File: config.mk
export PLATFORM = sky130hd
export DESIGN_NAME = alu_seq_ctrl_flat
export DESIGN_NICKNAME = d
export VERILOG_FILES = /design/src/rtl/alu_seq_ctrl_if.sv /design/src/rtl/alu_seq_ctrl.sv /design/src/flat_wrapper.sv
export SDC_FILE = /design/constraint.sdc
export NUM_CORES = 1
export LEC_CHECK = 0
export BUFFER_PORTS_ARGS = -buffer_cell sky130_fd_sc_hd__buf_2
export CORE_MARGIN = 2
export CORE_UTILIZATION = 54
export CTS_CLUSTER_DIAMETER = 30
export DETAILED_ROUTE_END_ITERATION = 10
export PLACE_DENSITY = 0.81
export SETUP_SLACK_MARGIN = 0.2
export SYNTH_ARGS = -nofsm -noshare
export SYNTH_HDL_FRONTEND = slang
export SYNTH_SLANG_ARGS = --single-unit
File: constraint.sdc
create_clock -name clk -period 3.4 [get_ports clk]
set_input_delay 0.17 -clock clk [delete_from_list [all_inputs] [get_ports clk]]
set_output_delay 0.17 -clock clk [all_outputs]
set_load 0.02 [all_outputs]
File: src/rtl/alu_seq_ctrl_if.sv
// Handshake bundle between the ID/EX pipeline stage and the EX-stage ALU sequencer.
// The master is the pipeline side; the slave is alu_seq_ctrl.
interface alu_seq_ctrl_if;
  logic [5:0] funct;
  logic       in_valid;
  logic       flush;
  logic [5:0] ctrl_out;
  logic       div_start;
  logic       mul_start;
  logic       hilo_we;
  logic       busy;
  logic       stall;

  modport master (
    output funct, in_valid, flush,
    input  ctrl_out, div_start, mul_start, hilo_we, busy, stall
  );

  modport slave (
    input  funct, in_valid, flush,
    output ctrl_out, div_start, mul_start, hilo_we, busy, stall
  );
endinterface

File: src/rtl/alu_seq_ctrl.sv
// EX-stage funct register and DIVU/MULTU sequencer: broadcasts the control code,
// counts multi-cycle ops to a HiLo write strobe and raises pipeline stall/busy.
//
//   state    | meaning
//   ---------+---------------------------------------------------------------
//   ST_IDLE  | no multi-cycle op; ctrl_out follows funct, accepts DIVU/MULTU
//   ST_RUN   | DIVU/MULTU in flight; ctrl_out holds the op, cnt counts to limit
//   ST_WRITE | one-cycle HiLo write; a new DIVU/MULTU may be accepted on exit
module alu_seq_ctrl #(
  parameter int          DIV_CYCLES = 32,
  parameter int          MUL_CYCLES = 32,
  parameter int          CNT_W      = 6,
  parameter logic [5:0]  HILO_CODE  = 6'b111111
) (
  input logic           clk,
  input logic           rst_n,
  alu_seq_ctrl_if.slave bus
);

  localparam logic [5:0] F_DIVU  = 6'd27;
  localparam logic [5:0] F_MULTU = 6'd25;
  localparam logic [5:0] F_MFHI  = 6'd16;
  localparam logic [5:0] F_MFLO  = 6'd18;

  localparam logic [CNT_W-1:0] DIV_LIM = CNT_W'(DIV_CYCLES);
  localparam logic [CNT_W-1:0] MUL_LIM = CNT_W'(MUL_CYCLES);
  localparam logic [CNT_W-1:0] CNT_ONE = CNT_W'(1);

  if (DIV_CYCLES < 1 || DIV_CYCLES > (2**CNT_W) - 1) begin : g_bad_div
    $error("alu_seq_ctrl: DIV_CYCLES out of range for CNT_W");
  end
  if (MUL_CYCLES < 1 || MUL_CYCLES > (2**CNT_W) - 1) begin : g_bad_mul
    $error("alu_seq_ctrl: MUL_CYCLES out of range for CNT_W");
  end

  typedef enum logic [1:0] {
    ST_IDLE  = 2'd0,
    ST_RUN   = 2'd1,
    ST_WRITE = 2'd2
  } state_e;

  state_e           state_q, state_d;
  logic [CNT_W-1:0] cnt_q, cnt_d;
  logic [CNT_W-1:0] limit_q, limit_d;
  logic [5:0]       ctrl_out_q, ctrl_out_d;
  logic             div_start_q, div_start_d;
  logic             mul_start_q, mul_start_d;
  logic             hilo_we_q, hilo_we_d;
  logic             busy_q, busy_d;

  logic acc_div;
  logic acc_mul;
  logic hazard;
  logic mc_op;

  assign mc_op   = (bus.funct == F_DIVU) || (bus.funct == F_MULTU);
  assign hazard  = mc_op || (bus.funct == F_MFHI) || (bus.funct == F_MFLO);
  assign acc_div = bus.in_valid && !bus.flush && (bus.funct == F_DIVU);
  assign acc_mul = bus.in_valid && !bus.flush && (bus.funct == F_MULTU);

  always_comb begin
    state_d     = state_q;
    cnt_d       = cnt_q;
    limit_d     = limit_q;
    ctrl_out_d  = ctrl_out_q;
    div_start_d = 1'b0;
    mul_start_d = 1'b0;
    hilo_we_d   = 1'b0;
    busy_d      = busy_q;

    case (state_q)
      ST_RUN: begin
        if (bus.flush) begin
          state_d    = ST_IDLE;
          busy_d     = 1'b0;
          cnt_d      = '0;
          ctrl_out_d = bus.funct;
        end else if (cnt_q == limit_q) begin
          state_d    = ST_WRITE;
          ctrl_out_d = HILO_CODE;
          hilo_we_d  = 1'b1;
          cnt_d      = '0;
        end else begin
          cnt_d = cnt_q + CNT_ONE;
        end
      end
      // IDLE and WRITE both return to pass-through and may accept a new op
      default: begin
        state_d    = ST_IDLE;
        busy_d     = 1'b0;
        cnt_d      = '0;
        ctrl_out_d = bus.funct;
        if (acc_div) begin
          state_d     = ST_RUN;
          limit_d     = DIV_LIM;
          cnt_d       = CNT_ONE;
          div_start_d = 1'b1;
          busy_d      = 1'b1;
        end else if (acc_mul) begin
          state_d     = ST_RUN;
          limit_d     = MUL_LIM;
          cnt_d       = CNT_ONE;
          mul_start_d = 1'b1;
          busy_d      = 1'b1;
        end
      end
    endcase
  end

  always_ff @(posedge clk or negedge rst_n) begin
    if (!rst_n) begin
      state_q     <= ST_IDLE;
      cnt_q       <= '0;
      limit_q     <= '0;
      ctrl_out_q  <= '0;
      div_start_q <= 1'b0;
      mul_start_q <= 1'b0;
      hilo_we_q   <= 1'b0;
      busy_q      <= 1'b0;
    end else begin
      state_q     <= state_d;
      cnt_q       <= cnt_d;
      limit_q     <= limit_d;
      ctrl_out_q  <= ctrl_out_d;
      div_start_q <= div_start_d;
      mul_start_q <= mul_start_d;
      hilo_we_q   <= hilo_we_d;
      busy_q      <= busy_d;
    end
  end

  // In the WRITE cycle a waiting DIVU/MULTU is let through for back-to-back accept
  assign bus.stall = bus.in_valid && busy_q && hazard &&
                     !((state_q == ST_WRITE) && mc_op);

  assign bus.ctrl_out  = ctrl_out_q;
  assign bus.div_start = div_start_q;
  assign bus.mul_start = mul_start_q;
  assign bus.hilo_we   = hilo_we_q;
  assign bus.busy      = busy_q;

endmodule

File: src/flat_wrapper.sv
// flat-port wrapper written by rule: the top's interface ports become plain ports
module alu_seq_ctrl_flat 
#(
  parameter int          DIV_CYCLES = 32,
  parameter int          MUL_CYCLES = 32,
  parameter int          CNT_W      = 6,
  parameter logic [5:0]  HILO_CODE  = 6'b111111
)
  (clk, rst_n, bus_funct, bus_in_valid, bus_flush, bus_ctrl_out, bus_div_start, bus_mul_start, bus_hilo_we, bus_busy, bus_stall);
  alu_seq_ctrl_if bus_i ();
  input logic clk;
  input logic rst_n;
  input wire logic [$bits(bus_i.funct)-1:0] bus_funct;
  input wire logic [$bits(bus_i.in_valid)-1:0] bus_in_valid;
  input wire logic [$bits(bus_i.flush)-1:0] bus_flush;
  output wire logic [$bits(bus_i.ctrl_out)-1:0] bus_ctrl_out;
  output wire logic [$bits(bus_i.div_start)-1:0] bus_div_start;
  output wire logic [$bits(bus_i.mul_start)-1:0] bus_mul_start;
  output wire logic [$bits(bus_i.hilo_we)-1:0] bus_hilo_we;
  output wire logic [$bits(bus_i.busy)-1:0] bus_busy;
  output wire logic [$bits(bus_i.stall)-1:0] bus_stall;
  assign bus_i.funct = bus_funct;
  assign bus_i.in_valid = bus_in_valid;
  assign bus_i.flush = bus_flush;
  assign bus_ctrl_out = bus_i.ctrl_out;
  assign bus_div_start = bus_i.div_start;
  assign bus_mul_start = bus_i.mul_start;
  assign bus_hilo_we = bus_i.hilo_we;
  assign bus_busy = bus_i.busy;
  assign bus_stall = bus_i.stall;
  alu_seq_ctrl #(.DIV_CYCLES(DIV_CYCLES), .MUL_CYCLES(MUL_CYCLES), .CNT_W(CNT_W), .HILO_CODE(HILO_CODE)) u_core (.clk(clk), .rst_n(rst_n), .bus(bus_i));
endmodule
Yosys cells after proc, flatten, opt, wreduce, memory -nomap -nowiden --
Cells that the tools add are included. W data, S select, Z words.
Operators by class: equality and inequality tests 9, bitwise logic cells 1, $add $sub $neg 1, mux-type cells 26, reductions and logical operators 14
Operator list (number):
- $mux W6 | 9
- $eq A6 B5 Y1 const B | 4
- $mux W1 | 13
- $mux W2 | 4
- $logic_and A1 B1 Y1 | 7
- $add A6 B1 Y6 const B | 1
- $eq A6 B6 Y1 | 1
- $logic_or A1 B1 Y1 | 3
- $ne A3 B2 Y1 const B | 1
- $eq A2 B1 Y1 const B | 1
- $eq A2 B2 Y1 const B | 1
- $logic_not A1 Y1 | 2
- $ne A2 B2 Y1 const B | 1
- $reduce_and A2 Y1 | 1
- $reduce_bool A2 Y1 | 1
- $not A1 Y1 | 1
Word-level totals: register bits after elaboration 24, word-level logic and storage cells 59, output and inout port bits 11

Depth between registers and ports, before layout --
Gate-level depths: netlist (run 1).
depth in word-level cells 6, gate-level depth with buffers 6, gate-level depth less buffers 5

Least setup slack after synthesis (run 1) --
No wires, ideal clock.
path type register to register, from reg u_core.cnt_q[0], to reg u_core.cnt_q[1], arrival 1.516 ns, setup slack 1.765 ns, clock period less this slack 1.635 ns, buffers on the path 1, stages on the path, launching flop included 7, cell sequence dfrtp_1 inv_1 ha_1 or4b_1 or2_1 buf_6 and3_1
Between the ends: cells in the longest elaborated chain, start to end 4, elaborated cells on any way between the ends 5, those cells by class add/sub: 1; eq/ne: 1; mux: 3
Ends and longest elaborated chain:
- from (decl) | RTL line alu_seq_ctrl.sv:43 | logic [CNT_W-1:0] cnt_q, cnt_d;
- from (signal assigned) | RTL line alu_seq_ctrl.sv:122 | cnt_q <= cnt_d;
- $add A6 B1 Y6 or $eq A6 B6 Y1 (tied branches) | RTL line alu_seq_ctrl.sv:84, alu_seq_ctrl.sv:78
- $mux W6 (*) | RTL line alu_seq_ctrl.sv:78 | end else if (cnt_q == limit_q) begin
- $mux W6 (*) | RTL line alu_seq_ctrl.sv:73 | if (bus.flush) begin
- $mux W6 (*) | RTL line alu_seq_ctrl.sv:71 | case (state_q)
- named net u_core.cnt_d[1] | RTL line alu_seq_ctrl.sv:43
The timed path passes the listed nets; every way through them passes the cells marked *. A chain may end at the register's enable or synchronous reset.

Worst setup path in the final report (run 1) --
Ends and elaborated chain as after synthesis.

==> results of run 1 <==
## layer usage
layer | GRT usage, % | routed length (µm) | up-vias
met3 | 3.83 | 74 | 4
met1 | 22.5 | 644 | 289
li1 | - | - | 319
met4 | 10.3 | 29 | 0
met2 | 29.9 | 716 | 17
met5 | 0 | 0 | -
## area by class of cell
class / count / area share [%]
Clock inverter: 1 / 0.518
Inverter: 5 / 1.94
Multi-Input combinational cell: 55 / 32.5
Timing Repair Buffer: 21 / 11.4
Sequential cell: 19 / 49.2
Clock buffer: 3 / 2.33
Tap cell: 16 / 2.07
## power by group through the flow
stage                     clock, µW  combinational [µW]  sequential, µW
after floorplan                   0                22.2             245
after global placement            0                40.5             240
after detailed placement          0                41.3             240
after CTS                       117                42.3             236
after global routing            124                47.3             236
final                           113                41.8             236
## cell families (layout without fill, tap and decap cells)
| group | Yosys count | in the layout | share of synthesized area (%) |
|---|---|---|---|
| flops | 19 | 19 | 57.1 |
| buf+inv | 9 | 30 | 5.11 |
| xor+xnor | 4 | 4 | 4.21 |
| fa+ha+maj | 2 | 2 | 3.01 |
| compound gates | 12 | 12 | 8.42 |
| simple gates | 37 | 37 | 22.1 |
## flip-flops by register name, indices dropped and copies added (netlist names)
signal                count
u_core.bus.busy           1
u_core.bus.ctrl_out       6
u_core.bus.div_start      1
u_core.bus.hilo_we        1
u_core.bus.mul_start      1
u_core.cnt_q              6
u_core.limit_q            1
u_core.state_q            2
## worst paths after layout
path | start | end | slack (ns) | cells past startpoint
max reg2reg | u_core.cnt_q[0] | u_core.cnt_q[1] | 1.65 | 5
min in group asynchronous | rst_n | u_core.bus.ctrl_out[4] | 0.32 | 2
min | bus_funct[1] | u_core.bus.mul_start | 0.05 | 2
max | u_core.cnt_q[0] | u_core.cnt_q[1] | 1.65 | 5
min reg2reg | u_core.limit_q[5] | u_core.limit_q[5] | 0.51 | 1
max in group asynchronous | rst_n | u_core.cnt_q[5] | 2.80 | 2
## cell usage in the layout (no fill, tap or decap)
cell type       n
a211oi_1        1
a21oi_1         7
and3_1          1
buf_2          20
clkbuf_4        3
clkinv_2        1
dfrtp_1        19
dlygate4sd3_1   1
ha_1            2
inv_1           5
nand2_1         4
nand2b_1        1
nand3_1         2
nand4bb_1       1
nor2_1         18
nor2b_1         1
nor3_1          3
nor3b_1         1
o211a_1         1
o21ai_0         2
o31ai_1         1
or2_1           1
or3_1           1
or3b_2          1
or4_1           1
or4b_1          1
xnor2_1         1
xor2_1          3
## through the flow
stage / utilization [%] / setup slack (ns) / hold WS [ns]
final: 65.6 / 1.65 / 0.0532
after global routing: 65.6 / 1.54 / 0.0536
after CTS: 65.6 / 1.64 / 0.0459
after detailed placement: 63.1 / 1.66 / 0.127
after global placement: 63.1 / 1.72 / 0.124
after floorplan: - / 1.76 / -0.126
## what timing repair did
item | 4_1_cts | 5_1_grt
hold buffers | 1 | 0
setup buffers | 0 | 0
endpoints found under the hold margin | 19 | 0
==> impl_metrics.ini, run 1 <==
[global_routing]
grt.overflow.total = 0
grt_pass1_wl_mm = 2.48
grt_max_degree = 20
grt.total_usage_pct = 18.4
grt_antenna_before_repair = 0
grt_pass1_vias = 609

[power_and_ir_drop]
p_int_uw = 290
ir_drop_v = 0.000207
share_seq_of_total_power_pct = 60.3
powerDensity_mw_per_mm2 = 405
p_leak_uw = 0.000521
p_switching_uw = 101
clock_power_share_pct = 29.0
p_sw_share_pct = 25.8
power_uw = 391
share_comb_of_total_power_pct = 10.7

[clocking]
cts_root_buf = clkbuf_4
cts_tree = yes
clk_pin_slew_ns = 0.10
cts.path.max_buffers = 2
cts.htree.levels = 1
cts_resized = 0
clock_latency_ns = 0.30
cts_buffers = 3
clock_sinks = 19

[floorplan]
rows = 14
die-area_mm2 = 0.00187
coreArea_mm2 = 0.00147
start_util_pct = 56.5
die_h_um = 43.3
ioPinCount = 21
fp.dieW_um = 43.3

[sta]
worst_slew_pin_slew_ns = 0.858
hold_violations = 0
fmax_ghz = 0.571
fin_worst_skew_ns = 0.00260
slew_headroom_pct = 42.7
rsz0062_at_grt = false
min_period_over_period_pct = 51.5
final.setup.tns_ns = 0
report.final.slew_viol_count = 0
finalSetupViolations = 0
fin_crit_ns = 1.75

[layout]
seq_area_um2 = 475
finalNonFillerCells = 120
n_fill_cell = 127
final_nets = 117
fin_area_um2 = 966
syn_to_final_growth_pct = 16.1
antenna-diode-count = 0
multi_input_area_um2 = 314
drive_gt1_share_pct = 24.0

[yosys]
syn_area_um2 = 832
syn-num-nets = 95
ys_types = 27
synth_ff_type = dfrtp_1
synth_area_leaders = dfrtp_1, nor2_1, a21oi_1
ys_seq_elements = 19
synth_top_cells_by_count = dfrtp_1, nor2_1, a21oi_1
synth_edf_count = 0
synth_warnings = 0
yosysMostFrequentCell = dfrtp_1
synth-seq-area-share_pct = 57.1
post-synth-top-area-fraction_pct = 57.1
async_flop_share_pct = 100
yosys.area.top_type = dfrtp_1
netlist_instances = 83
syn_area_per_cell_um2 = 10.0

[setup_path]
cp-end-kind = flip-flop
cp_slowest_cell = or4b_1
cp_top_family = simple AND/OR/NAND/NOR gates
worstPathRequired_ns = 3.60
start_kind = flip-flop
slowest_delay_ns = 0.45
worst-setup-path-type = reg2reg
cp_cell_sequence = inv_1 -> ha_1 -> or4b_1 -> or2_1 -> and3_1
cp.arrival_ns = 1.95
path_max_fanout = 9
path_buf_inv = 1

[run]
cap_viol_max_count = 0

[route]
drt_iter0_markers = 7
wirelength_mm = 1.47
final_antenna_net_count = 0
wl_per_cell_um = 12.2
vias = 629
drc = 0
drtPass1Iterations = 4
via_per_inst = 5.24

[status]
status = completed

[place]
dp.cells = 115
placedInstanceArea_um2 = 928
io_buffer_count = 20
place.detailed.hpwl_mm = 1.09
gp_congestion = 0.813

[min_path]
holdCritPathClass = in2reg
No activity file was read; power rests on OpenSTA's default activity.
==> inputs of run 2 (changes only) <==
--- a/config.mk
+++ b/config.mk
@@ -5,12 +5,13 @@
 export SDC_FILE = /design/constraint.sdc
 export NUM_CORES = 1
 export LEC_CHECK = 0
+export ABC_AREA = 1
 export BUFFER_PORTS_ARGS = -buffer_cell sky130_fd_sc_hd__buf_2
 export CORE_MARGIN = 2
-export CORE_UTILIZATION = 54
+export CORE_UTILIZATION = 46
 export CTS_CLUSTER_DIAMETER = 30
 export DETAILED_ROUTE_END_ITERATION = 10
-export PLACE_DENSITY = 0.81
+export PLACE_DENSITY = 0.72
 export SETUP_SLACK_MARGIN = 0.2
 export SYNTH_ARGS = -nofsm -noshare
 export SYNTH_HDL_FRONTEND = slang
==> constraint.sdc (replaced) <==
create_clock -name clk -period 1.6 [get_ports clk]
set_input_delay 0.08 -clock clk [delete_from_list [all_inputs] [get_ports clk]]
set_output_delay 0.08 -clock clk [all_outputs]
set_load 0.02 [all_outputs]
==> impl_metrics.ini, run 2 <==
[floorplan]
die_h_um = 48.8
rows = 16
fp.dieW_um = 48.8
die-area_mm2 = 0.00238
start_util_pct = 48.0
coreArea_mm2 = 0.00192
ioPinCount = 21

[clocking]
cts_tree = yes
cts.path.max_buffers = 2
clock_latency_ns = 0.29
cts.htree.levels = 1
clk_pin_slew_ns = 0.11
cts_buffers = 3
cts_root_buf = clkbuf_4
clock_sinks = 19

[setup_path]
crit_path_start = u_core.cnt_q[1]
start_kind = flip-flop
path_max_fanout = 12
rr_startpoint = u_core.cnt_q[1]
worstPathRequired_ns = 1.84
r2r_end = u_core.bus.ctrl_out[0]
rrSetupSlack_ns = 0.28
endpoint = u_core.bus.ctrl_out[0]
cp-end-kind = flip-flop
cp.arrival_ns = 1.56
worst-setup-path-type = reg2reg
reg2regPathDepth = 8

[yosys]
ys_seq_elements = 19
synth_ff_type = dfrtp_1
syn-num-nets = 122
netlist_instances = 110
yosysMostFrequentCell = nand2_1
synth-seq-area-share_pct = 51.5
synth_top_cells_by_count = nand2_1, dfrtp_1, inv_1
ys_types = 19
async_flop_share_pct = 100
syn_area_um2 = 923
synth_edf_count = 0
post-synth-top-area-fraction_pct = 51.5
syn_area_per_cell_um2 = 8.39
yosys.area.top_type = dfrtp_1
synth_warnings = 0
synth_area_leaders = dfrtp_1, nand2_1, nand3_1

[global_routing]
grt_pass1_vias = 721
grt_antenna_before_repair = 0
grt.overflow.total = 0
grt.total_usage_pct = 16.1
grt_max_degree = 20
grt_pass1_wl_mm = 3.01

[route]
drt_iter0_markers = 7
wirelength_mm = 1.79
drtPass1Iterations = 2
vias = 740
final_antenna_net_count = 0
wl_per_cell_um = 10.9
via_per_inst = 4.51
drc = 0

[power_and_ir_drop]
p_int_uw = 616
share_seq_of_total_power_pct = 61.3
p_leak_uw = 0.000605
share_comb_of_total_power_pct = 9.4
ir_drop_v = 0.000509
clock_power_share_pct = 29.3
p_sw_share_pct = 23.7
power_uw = 807
p_switching_uw = 191
powerDensity_mw_per_mm2 = 717

[layout]
syn_to_final_growth_pct = 22.0
antenna-diode-count = 0
final_cell_mix = nand2_1, buf_2, dfrtp_1
layout_commonest_cell = nand2_1
drive_gt1_share_pct = 24.8
final_nets = 150
finalNonFillerCells = 164

[place]
gp_congestion = 0.839
io_buffer_count = 20
place.detailed.hpwl_mm = 1.26
dp.cells = 155

[sta]
fmax_ghz = 0.757
whs_ns = 0.0841
slew_headroom_pct = 71.9
fin_crit_ns = 1.32
final.setup.tns_ns = 0
worst_slew_pin_slew_ns = 0.422
hold_violations = 0
finalSetupViolations = 0
fin_worst_skew_ns = 0.00985
min_period_over_period_pct = 82.5
rsz0062_at_grt = false
report.final.slew_viol_count = 0

[min_path]
hold_path_depth = 5
holdCritPathClass = in2reg

[status]
status = completed

[run]
cap_viol_max_count = 0
-- run 2: cell families (layout without fill, tap and decap cells) --
family,count (synthesis),in the layout,share of synthesized area [%]
XOR/XNOR,3,3,2.85
AND/OR/NAND/NOR,65,65,31.8
adder cells (fa/ha/maj),2,2,2.71
buffers and inverters,19,46,9.35
AO/OA/AOI/OAI,2,2,1.76
flip-flops,19,19,51.5
-- run 2: final cells by class --
class / count / area, µm²
Clock buffer: 4 / 26.3
Fill cell: 199 / 796
Inverter: 17 / 63.8
Multi-Input combinational cell: 72 / 370
Sequential cell: 19 / 477
Tap cell: 27 / 33.8
Timing Repair Buffer: 25 / 155
-- run 2: what timing repair did --
item / 4_1_cts / 5_1_grt
endpoints found under the hold margin: 20 / 0
endpoints found under the setup margin: 0 / 12
resized for setup: 0 / 2
hold buffers: 2 / 0
setup buffers: 0 / 3
-- run 2: metal layers --
metal / vias to the layer above / track usage, % / share of wire, %
li1: 385 / - / -
met1: 339 / 22.8 / 48
met2: 14 / 25.6 / 47
met3: 2 / 2.76 / 3.1
met4: 0 / 4.29 / 1.1
met5: - / 0 / 0
-- run 2: worst max-delay path, stage by stage (launching register included) --
cell and delay, ns:
dfrtp_1 0.43, inv_1 0.08, ha_1 0.15, nand2_1 0.06, nor2_2 0.15, nand2_4 0.13
nand2_8 0.12, nand2_1 0.07, nand2_1 0.07
-- run 2: metrics by stage --
step                      util (%)  setup slack [ns]  instance area (µm²)
final                         58.6             0.280                 1130
after global placement        53.8             0.338                 1030
after detailed placement      53.8             0.286                 1030
after global routing          58.6             0.152                 1130
after CTS                     56.3             0.269                 1080
after floorplan                  -             0.345                  923
-- run 2: power by group through the flow --
stage	logic (µW)	clock network, µW	registers, µW
final	76.1	236	495
after global routing	86.5	271	496
after CTS	74.6	246	495
after detailed placement	71.0	0	504
after global placement	69.5	0	504
after floorplan	23.4	0	515
-- run 2: worst min-delay path by stage --
stage,slack [ns],to,startpoint
2_1_floorplan,-0.22,u_core.bus.busy,rst_n
3_3_place_gp,0.04,u_core.bus.ctrl_out[2],rst_n
3_5_place_dp,0.05,u_core.bus.ctrl_out[4],rst_n
4_1_cts,0.08,u_core.bus.ctrl_out[3],bus_funct[3]
5_1_grt,0.11,u_core.bus.ctrl_out[5],bus_funct[5]
6_report,0.08,u_core.bus.ctrl_out[3],bus_funct[3]
